<file path="src/rtl/skid_reg.sv">
// skid_reg: valid/ready pipeline stage with a two-entry skid buffer.
// Gives a bare data register a backpressure-capable interface at full
// throughput. in_rdy, out_vld and out_data all come straight from flops,
// so out_rdy has no combinational path to in_rdy.
module skid_reg #(
  parameter int unsigned W = 1
) (
  input  logic         clk,
  input  logic         rst,
  input  logic         flush,
  input  logic         in_vld,
  input  logic [W-1:0] in_data,
  output logic         in_rdy,
  output logic         out_vld,
  output logic [W-1:0] out_data,
  input  logic         out_rdy
);

  // EMPTY: no entries; BUSY: head in main; FULL: head in main, next in skid
  typedef enum logic [1:0] {
    EMPTY = 2'd0,
    BUSY  = 2'd1,
    FULL  = 2'd2
  } state_t;

  state_t         state_q, state_d;
  logic [W-1:0]   main_q,  main_d;
  logic [W-1:0]   skid_q,  skid_d;
  logic           in_rdy_q, in_rdy_d;
  logic           out_vld_q, out_vld_d;

  // Next-state and data-register load decisions
  always_comb begin
    state_d = state_q;
    main_d  = main_q;
    skid_d  = skid_q;

    case (state_q)
      EMPTY: begin
        if (in_vld) begin
          state_d = BUSY;
          main_d  = in_data;
        end
      end
      BUSY: begin
        if (in_vld && out_rdy) begin
          // head leaves and the new entry replaces it in the same cycle
          main_d = in_data;
        end else if (in_vld) begin
          state_d = FULL;
          skid_d  = in_data;
        end else if (out_rdy) begin
          state_d = EMPTY;
        end
      end
      FULL: begin
        // in_rdy is low here, so nothing is accepted; only the skid entry
        // moves forward, which keeps strict FIFO order
        if (out_rdy) begin
          state_d = BUSY;
          main_d  = skid_q;
        end
      end
      default: begin
        state_d = EMPTY;
      end
    endcase

    // flush drops every buffered entry and any incoming one; data registers
    // keep their stale contents, masked by out_vld
    if (flush) begin
      state_d = EMPTY;
      main_d  = main_q;
      skid_d  = skid_q;
    end

    // handshake flags are precomputed from the next state so they can be
    // registered alongside it
    in_rdy_d  = (state_d != FULL);
    out_vld_d = (state_d != EMPTY);
  end

  // State, payload and registered handshake flags
  always_ff @(posedge clk or posedge rst) begin
    if (rst) begin
      state_q   <= EMPTY;
      main_q    <= '0;
      skid_q    <= '0;
      in_rdy_q  <= 1'b1;
      out_vld_q <= 1'b0;
    end else begin
      state_q   <= state_d;
      main_q    <= main_d;
      skid_q    <= skid_d;
      in_rdy_q  <= in_rdy_d;
      out_vld_q <= out_vld_d;
    end
  end

  assign in_rdy   = in_rdy_q;
  assign out_vld  = out_vld_q;
  assign out_data = main_q;

endmodule

</file>
<file path="config.mk">
export PLATFORM = sky130hd
export DESIGN_NAME = skid_reg
export DESIGN_NICKNAME = d
export VERILOG_FILES = /design/src/rtl/skid_reg.sv
export SDC_FILE = /design/constraint.sdc
export NUM_CORES = 1
export LEC_CHECK = 0
export ABC_AREA = 1
export BUFFER_PORTS_ARGS = -buffer_cell sky130_fd_sc_hd__buf_2
export CELL_PAD_IN_SITES_DETAIL_PLACEMENT = 1
export CELL_PAD_IN_SITES_GLOBAL_PLACEMENT = 1
export CORE_AREA = 4 4 41 43
export CTS_CLUSTER_DIAMETER = 150
export DETAILED_ROUTE_END_ITERATION = 7
export DIE_AREA = 0 0 45 47
export PLACE_DENSITY_LB_ADDON = 0.05
export SLEW_MARGIN = 20
export SYNTH_ARGS = -nofsm -noshare
export SYNTH_HDL_FRONTEND = slang
export SYNTH_SLANG_ARGS = --single-unit
</file>
<file path="constraint.sdc">
create_clock -name clk -period 1 [get_ports clk]
set_input_delay 0.3 -clock clk [delete_from_list [all_inputs] [get_ports clk]]
set_output_delay 0.3 -clock clk [all_outputs]
set_load 0.01 [all_outputs]
</file>
==> impl_metrics.json, run 1 <==
{
  "p_leak_nw": 0.252,
  "path_buf_inv": 1,
  "hold_class": "primary input to flip-flop",
  "clk_pin_slew_ns": 0.05,
  "die_area_mm2": 0.00212,
  "required_ns": 0.70,
  "fin_crit_ns": 1.16,
  "ys_seq_area_share_pct": 49.2,
  "yosys.area.top_type_share_pct": 40.7,
  "slew_headroom_pct": 82.9,
  "die_w_um": 45,
  "path_class": "flip-flop to output pin",
  "synth.area.mux_share_pct": 0,
  "area_delta_synth_final_pct": 50.0,
  "startpoint": "in_rdy",
  "wl_um": 820,
  "fin_crit_sh_pct": 116,
  "antenna_found_initial": 0,
  "maxSlewViolCount": 0,
  "grt_overflow_total": 0,
  "synth-compound-area-share_pct": 6.10,
  "post_route_cells_drive_above_1_share_pct": 48.3,
  "grt_max_degree": 7,
  "n_fill_cell": 174,
  "timing.fmax_mhz": 863,
  "placed_area_um2": 367,
  "pre_cts_slack_ns": -0.0387,
  "ir_worst_vdd_v": 0.000751,
  "final_net_count": 65,
  "viasPerCell": 4.26,
  "yosys.area_share.simple_pct": 33.7,
  "reg2reg_slack_ns": 0,
  "num_rows": 13,
  "arrival_ns": 0.86,
  "insertedDiodeCount": 0,
  "r2r-end": "out_vld",
  "synth_cell_types": 10,
  "hold_viol": 0,
  "root_buffer": "clkbuf_4",
  "slowest_stage": "dfstp_2",
  "dr.pass1.iters": 2,
  "die_h_um": 47,
  "ios": 9,
  "crit_chain": "buf_6",
  "startpoint_type": "flip-flop",
  "total_power_w": 0.000646,
  "ys_seq_elements": 6,
  "grt_pass1_vias": 325,
  "cts_buffer_depth": 2,
  "vias": 311,
  "cts_max_level": 1,
  "postSynthAreaPerCell_um2": 7.16,
  "synthAdderAreaFrac_pct": 0,
  "end_kind": "output pin",
  "final-setup-viol-count": 3,
  "cts_made_buffers": 3,
  "cp_slowest_stage_delay_ns": 0.53,
  "initial_utilization_pct": 23.7,
  "synthesis.area_um2": 308,
  "fin_hold_ws_ns": 0.312,
  "gp_congestion": 0.800,
  "maxCapViolCount": 0,
  "cellPowerDensity_mw_per_mm2": 1400,
  "syn_inst": 43,
  "route.detailed.drc": 0,
  "fin_ws_ns": -0.159,
  "hpwl_um": 628,
  "path_max_fanout": 1,
  "cts_tree": "done",
  "cts_sinks": 6,
  "fin_util_pct": 35.5,
  "synth_xor_area_share_pct": 0,
  "synth_top_family_by_area": "simple AND/OR/NAND/NOR gates",
  "cp_top_family": "flip-flops",
  "worst_slew_pin_slew_ns": 0.256,
  "rsz0062_at_grt": "yes",
  "grt_usage_pct": 8.67,
  "worstSkewPairLatency_ns": 0.24,
  "violations": "setup timing",
  "detail-route-antenna-nets": 0,
  "final_area_um2": 462,
  "outcome": "finished with violations",
  "clock_skew_ns": 0.00635,
  "crit_cells": 1,
  "cp-endpoint": "in_rdy",
  "core_mm2": 0.00130,
  "post_drt_wl_per_cell_um": 11.2,
  "io_buffers": 8,
  "grt_first_pass_wirelength_mm": 1.30,
  "synthesis.nets": 49,
  "synthTopCellsByArea": "dfrtp_1 41%, nand2_1 20%, inv_1 9.8%",
  "synth_area_leader_cell": "dfrtp_1",
  "drt-initial-drc-count": 6,
  "rr_worst_depth": 7,
  "synth_warnings": 0,
  "timing.rr.start": "state_q[0]"
}
[sequential cells by signal, summed over array words and instances, names as in the netlist]
signal / cells
state_q: 2
in_rdy: 1
out_data: 1
out_vld: 1
skid_q: 1
[cells in the final DEF, fill, tap and decap left out, drive strengths merged]
cell type / synthesis / routed
dlygate4sd3: 0 / 1
dfrtp: 5 / 5
inv: 9 / 9
buf: 0 / 10
nand2: 16 / 16
clkbuf: 0 / 4
o21ai: 1 / 1
nor2: 5 / 5
a21oi: 2 / 2
nand3: 4 / 4
dfstp: 1 / 1
[through the flow]
step                cells  TNS, ns
finish                 73   -0.232
global route           73   -0.544
CTS                    71   -0.275
detailed placement     66  -0.0846
global placement       66        0
floorplan              43        0
[cells in the mapped netlist]
library cell and instances:
nand2_1 16, a21oi_1 2, o21ai_2 1, inv_2 1, nor2_2 2, dfrtp_1 5
inv_1 8, nor2_1 3, nand3_1 4, dfstp_2 1
[kinds of logic (layout without fill, tap and decap cells)]
kind of cell    count (synthesis)  in the layout
flops                           6              6
simple gates                   25             25
buf+inv                         9             24
compound gates                  3              3
[layout make-up]
| cell class | count | area [um^2] | share of cell area [%] |
|---|---|---|---|
| Multi-Input combinational cell | 28 | 155 | 33.6 |
| Inverter | 9 | 33.8 | 7.32 |
| Clock buffer | 4 | 26.3 | 5.69 |
| Sequential cell | 6 | 153 | 33.1 |
| Tap cell | 15 | 18.8 | 4.07 |
| Timing Repair Buffer | 11 | 75.1 | 16.3 |
[worst min path at each step]
stage          cells past startpoint  startpoint         end  slack, ns
2_1_floorplan                      1         rst    out_data       0.09
3_3_place_gp                       2         rst     out_vld       0.21
3_5_place_dp                       2         rst  state_q[1]       0.22
4_1_cts                            3     in_data      skid_q       0.31
5_1_grt                            3     in_data      skid_q       0.33
6_report                           3     in_data      skid_q       0.31
[routing by layer]
layer	GRT usage [%]	wire [um]
met1	9.28	324
met3	4.98	46
met2	15.0	449
met5	0	0
met4	1.75	0
[where the power goes]
group / internal (W) / switching (W)
combinational: 0.0000532 / 0.0000729
sequential: 0.000270 / 0.0000163
clock: 0.000151 / 0.0000826
[timing repair]
item	CTS	global route
buffers inserted	0	2
hold buffers	1	0
hold endpoints to repair	5	0
resized for setup	7	8
endpoints found under the setup margin	7	8
pin swaps	2	6
Power figures use the tool's default switching activity.
==> run 2: changes to the inputs <==
--- a/config.mk
+++ b/config.mk
@@ -7,12 +7,13 @@
 export LEC_CHECK = 0
 export ABC_AREA = 1
 export BUFFER_PORTS_ARGS = -buffer_cell sky130_fd_sc_hd__buf_2
+export CAP_MARGIN = 10
 export CELL_PAD_IN_SITES_DETAIL_PLACEMENT = 1
 export CELL_PAD_IN_SITES_GLOBAL_PLACEMENT = 1
-export CORE_AREA = 4 4 41 43
+export CORE_AREA = 2 2 39 41
 export CTS_CLUSTER_DIAMETER = 150
 export DETAILED_ROUTE_END_ITERATION = 7
-export DIE_AREA = 0 0 45 47
+export DIE_AREA = 0 0 41 43
 export PLACE_DENSITY_LB_ADDON = 0.05
 export SLEW_MARGIN = 20
 export SYNTH_ARGS = -nofsm -noshare
==> run 2 against run 1 <==
The run still ends with setup timing left. First-iteration DRC count decreased by 67%. Clock skew down 0.0032 ns. Die area shrank 17%. Worst hold slack better by 0.00075 ns. Power is 2.8% higher. Core utilization is 0.32 points higher. Largest cell class unchanged.
==> impl_metrics.json, run 2 (synthesis gave the netlist of run 1 again) <==
{
  "slowest_stage": "dfstp_2",
  "grt_max_degree": 7,
  "path_buf_inv": 1,
  "viasPerCell": 4.08,
  "cp_slowest_stage_delay_ns": 0.52,
  "dr.pass1.iters": 2,
  "io_buffers": 8,
  "worst_slew_pin_slew_ns": 0.367,
  "route.detailed.drc": 0,
  "grt_overflow_total": 0,
  "timing.fmax_mhz": 871,
  "path_max_fanout": 1,
  "total_power_w": 0.000664,
  "insertedDiodeCount": 0,
  "cellPowerDensity_mw_per_mm2": 1340,
  "ios": 9,
  "gp_congestion": 0.614,
  "maxSlewViolCount": 0,
  "worstSkewPairLatency_ns": 0.24,
  "hold_viol": 0,
  "post_drt_wl_per_cell_um": 11.7,
  "grt_pass1_vias": 317,
  "seqPwrFrac_pct": 43.5,
  "cts_buffer_depth": 2,
  "vias": 314,
  "cts_max_level": 1,
  "cp_top_family": "flip-flops",
  "final_common_cell": "nand2_1",
  "largest_register_ff_count": 2,
  "p_sw_w": 0.000178,
  "regArea_um2": 153,
  "fin_crit_sh_pct": 115,
  "fin_crit_ns": 1.15,
  "cts_made_buffers": 3,
  "initial_utilization_pct": 22.2,
  "instances_no_fill": 77,
  "die_area_mm2": 0.00176,
  "num_rows": 14,
  "placedCellCount": 67,
  "p_leak_nw": 0.269,
  "grt_usage_pct": 10.5,
  "detail-route-antenna-nets": 0,
  "cts_tree": "done",
  "antenna_found_initial": 0,
  "drt-initial-drc-count": 2,
  "hpwl_um": 601,
  "fin_hold_ws_ns": 0.313,
  "root_buffer": "clkbuf_4",
  "slew_headroom_pct": 75.5,
  "outcome": "finished with violations",
  "share_comb_of_total_power_pct": 21.7,
  "clk_pin_slew_ns": 0.04,
  "ir_worst_vdd_v": 0.000698,
  "final-setup-viol-count": 6,
  "rsz0062_at_grt": "yes",
  "die_w_um": 41,
  "fin_ws_ns": -0.148,
  "wl_um": 900,
  "clkPwrFrac_pct": 34.8,
  "path_class": "flip-flop to output pin",
  "arrival_ns": 0.85,
  "top_register": "state_q",
  "core_mm2": 0.00138,
  "multi_input_area_um2": 165,
  "pre_cts_slack_ns": -0.0332,
  "cts_sinks": 6,
  "maxCapViolCount": 0,
  "post_route_cells_drive_above_1_share_pct": 52.5,
  "most-common-layout-cells": "12 x nand2_1, 7 x buf_2, 6 x inv_1",
  "clock_skew_ns": 0.00314,
  "hold_class": "primary input to flip-flop",
  "p_sw_share_pct": 26.8,
  "end_kind": "output pin",
  "grt_first_pass_wirelength_mm": 1.25,
  "final_net_count": 68,
  "violations": "setup timing",
  "area_delta_synth_final_pct": 61.0,
  "startpoint_type": "flip-flop",
  "n_fill_cell": 176,
  "fin_util_pct": 35.8,
  "die_h_um": 43,
  "internal-power_w": 0.000486,
  "required_ns": 0.70,
  "crit_chain": "buf_6"
}
-- run 2: changes by cell type in the layout (fill, tap and decap cells not counted) --
cell,delta
nand3_1,-2
o21ai_2,-1
nand2_1,+1
nand3_2,+2
o21ai_4,+1
buf_4,+3
nand2_4,-1
-- run 2: tightest hold or removal path: cells and delay by family --
kind	cells	cell delay, ns
buf+inv	1	0.09
simple gates	2	0.13
-- run 2: final timing paths --
path	startpoint	endpoint	slack, ns	depth (start not counted)
worst max-delay path	in_rdy	in_rdy	-0.15	1
max in group asynchronous	rst	in_rdy	0.24	3
min in group asynchronous	rst	out_vld	0.51	3
worst min-delay path	in_data	skid_q	0.31	3
worst max register to register	state_q[0]	out_data	-0.01	6
worst min register to register	skid_q	skid_q	0.51	2
-- run 2: what timing repair did --
item                       4_1_cts  5_1_grt
hold endpoints to repair         5        0
pin swaps                        0        4
buffers inserted                 2        3
setup endpoints to repair        7        8
hold buffers                     1        0
resized for setup                5       11
-- run 2: power by group through the flow --
stage	Sequential, W	Combinational, W	Clock (W)
global route	0.000291	0.000159	0.000270
detailed placement	0.000288	0.0000970	0
floorplan	0.000291	0.0000522	0
global placement	0.000287	0.0000938	0
finish	0.000289	0.000144	0.000231
CTS	0.000285	0.000118	0.000246
-- run 2: final cells by class --
class,count,share of cell area (%)
multi-input combinational,28,33.3
sequential,6,30.8
timing repair buffer,14,19.7
inverter,9,6.82
clock buffer,4,5.30
tap,16,4.04
-- run 2: metal layers --
| metal | vias up | share of wire, % | GRT usage, % |
|---|---|---|---|
| met5 | - | 0 | 0 |
| met4 | 0 | 0 | 2.00 |
| met3 | 0 | 3.0 | 4.71 |
| met2 | 4 | 57 | 16.6 |
| met1 | 147 | 40 | 12.9 |
| li1 | 163 | - | - |
-- run 2: stage by stage --
step / cell area [um^2] / TNS [ns]
after floorplan: 308 / 0
after global placement: 368 / 0
after detailed placement: 368 / -0.0646
after CTS: 432 / -0.240
after global routing: 495 / -0.663
final: 495 / -0.237
==> run 3: changes to the inputs <==
--- a/config.mk
+++ b/config.mk
@@ -14,7 +14,7 @@
 export CTS_CLUSTER_DIAMETER = 150
 export DETAILED_ROUTE_END_ITERATION = 7
 export DIE_AREA = 0 0 41 43
-export PLACE_DENSITY_LB_ADDON = 0.05
+export PLACE_DENSITY = 0.66
 export SLEW_MARGIN = 20
 export SYNTH_ARGS = -nofsm -noshare
 export SYNTH_HDL_FRONTEND = slang
==> run 3 against run 2 <==
The run still ends with setup timing left. Fmax shrank 0.26%. First-iteration DRC count grew 50%. Global-route usage shrank 1.3 points. Non-clock buffer count shrank 4. Clock-buffer cell count is the same. Worst hold slack gained 0.012 ns. Combinational power shrank 21%. Sequential power shrank 1%. Core utilization shrank 3.5 points. Flip-flop and latch count is the same. Via count shrank 2.2%. Sequential share of layout area grew 3.4 points. Critical path type unchanged. Largest power group unchanged.
==> impl_metrics.json, run 3 (synthesis gave the netlist of run 1 again) <==
{
  "outcome": "finished with violations",
  "violations": "setup timing",
  "cts_made_buffers": 3,
  "path_class": "flip-flop to output pin",
  "vias": 307,
  "viasPerCell": 4.21,
  "die_area_mm2": 0.00176,
  "insertedDiodeCount": 0,
  "end_kind": "output pin",
  "placedCellCount": 67,
  "clock_skew_ns": 0.00147,
  "area_delta_synth_final_pct": 45.1,
  "core_mm2": 0.00138,
  "fin_crit_sh_pct": 115,
  "top_register": "state_q",
  "timing.fmax_mhz": 869,
  "worst_slew_pin_slew_ns": 0.266,
  "post_route_cells_drive_above_1_share_pct": 45.6,
  "fin_util_pct": 32.3,
  "p_leak_nw": 0.247,
  "final_area_um2": 447,
  "worstSkewPairLatency_ns": 0.24,
  "final_common_cell": "nand2_1",
  "grt_overflow_total": 0,
  "cts_max_level": 1,
  "die_h_um": 43,
  "n_fill_cell": 172,
  "rsz0062_at_grt": "yes",
  "slew_headroom_pct": 82.2,
  "post_drt_wl_per_cell_um": 9.66,
  "cts_buffer_depth": 2,
  "timing.rr.start": "state_q[0]",
  "grt_pass1_vias": 283,
  "die_w_um": 41,
  "maxCapViolCount": 0,
  "hpwl_um": 566,
  "multi_input_area_um2": 150,
  "grt_usage_pct": 9.23,
  "drt-initial-drc-count": 3,
  "slowest_stage": "dfstp_2",
  "crit_chain": "buf_6",
  "cts_sinks": 6,
  "hold_viol": 0,
  "rr_worst_depth": 6,
  "largest_register_ff_count": 2,
  "grt_first_pass_wirelength_mm": 1.08,
  "r2r-end": "out_data",
  "grt_max_degree": 7,
  "detail-route-antenna-nets": 0,
  "holdPathEnd": "skid_q",
  "most-common-layout-cells": "11 x nand2_1, 7 x inv_1, 7 x buf_2",
  "maxSlewViolCount": 0,
  "final-setup-viol-count": 3,
  "io_buffers": 8,
  "cp_top_family": "flip-flops",
  "hp-start": "in_data",
  "root_buffer": "clkbuf_4",
  "hold_depth": 3,
  "ir_worst_vdd_v": 0.000641,
  "cp_slowest_stage_delay_ns": 0.52,
  "final_net_count": 64,
  "num_rows": 14,
  "regArea_um2": 153,
  "fin_crit_ns": 1.15,
  "startpoint_type": "flip-flop",
  "ios": 9,
  "hold_class": "primary input to flip-flop",
  "cellPowerDensity_mw_per_mm2": 1430,
  "arrival_ns": 0.85,
  "required_ns": 0.70,
  "path_max_fanout": 1,
  "dr.pass1.iters": 2,
  "pre_cts_slack_ns": -0.00877,
  "wl_um": 705,
  "antenna_found_initial": 0,
  "instances_no_fill": 73,
  "route.detailed.drc": 0,
  "placed_area_um2": 368,
  "reg2reg_slack_ns": 0.04,
  "clk_pin_slew_ns": 0.05,
  "cts_tree": "done",
  "path_buf_inv": 1,
  "fin_ws_ns": -0.151,
  "gp_congestion": 0.698,
  "initial_utilization_pct": 22.2
}
[run 3: worst max-delay path by stage]
stage | start | endpoint | slack [ns] | depth (start not counted)
2_1_floorplan | state_q[1] | skid_q | 0.12 | 6
3_3_place_gp | state_q[0] | out_vld | 0.01 | 7
3_5_place_dp | state_q[0] | out_vld | -0.009 | 7
4_1_cts | in_rdy | in_rdy | -0.16 | 1
5_1_grt | in_rdy | in_rdy | -0.18 | 1
6_report | in_rdy | in_rdy | -0.15 | 1
[run 3: where the power goes]
| part | internal [W] | switching (W) | total (W) |
|---|---|---|---|
| Clock | 0.000151 | 0.0000872 | 0.000238 |
| Combinational | 0.0000465 | 0.0000674 | 0.000114 |
| Sequential | 0.000270 | 0.0000147 | 0.000285 |
[run 3: metrics by stage]
step / hold WS, ns / setup TNS [ns] / total power, W
5_1_grt: 0.322 / -0.398 / 0.000684
4_1_cts: 0.314 / -0.263 / 0.000635
3_5_place_dp: 0.222 / -0.00877 / 0.000384
6_report: 0.325 / -0.223 / 0.000637
3_3_place_gp: 0.212 / 0 / 0.000381
2_1_floorplan: 0.0902 / 0 / 0.000344
[run 3: repair_timing]
item                                   4_1_cts  5_1_grt
gates resized for setup                      3        9
hold buffers                                 1        0
buffers inserted                             0        1
endpoints found under the hold margin        5        0
pin swaps                                    0        1
setup endpoints to repair                    4        8
[run 3: final cells by class]
type / count / area share (%)
Sequential cell: 6 / 34.2
Tap cell: 16 / 4.48
Timing Repair Buffer: 10 / 14.3
Clock buffer: 4 / 5.88
Multi-Input combinational cell: 28 / 33.6
Inverter: 9 / 7.56
[run 3: layer usage]
| metal | GRT usage, % | part of all wire (%) | vias to the layer above |
|---|---|---|---|
| met2 | 12.2 | 51 | 4 |
| met4 | 6.00 | 0 | 0 |
| met5 | 0 | 0 | - |
| met1 | 12.3 | 45 | 145 |
| li1 | - | - | 158 |
| met3 | 3.14 | 4.3 | 0 |
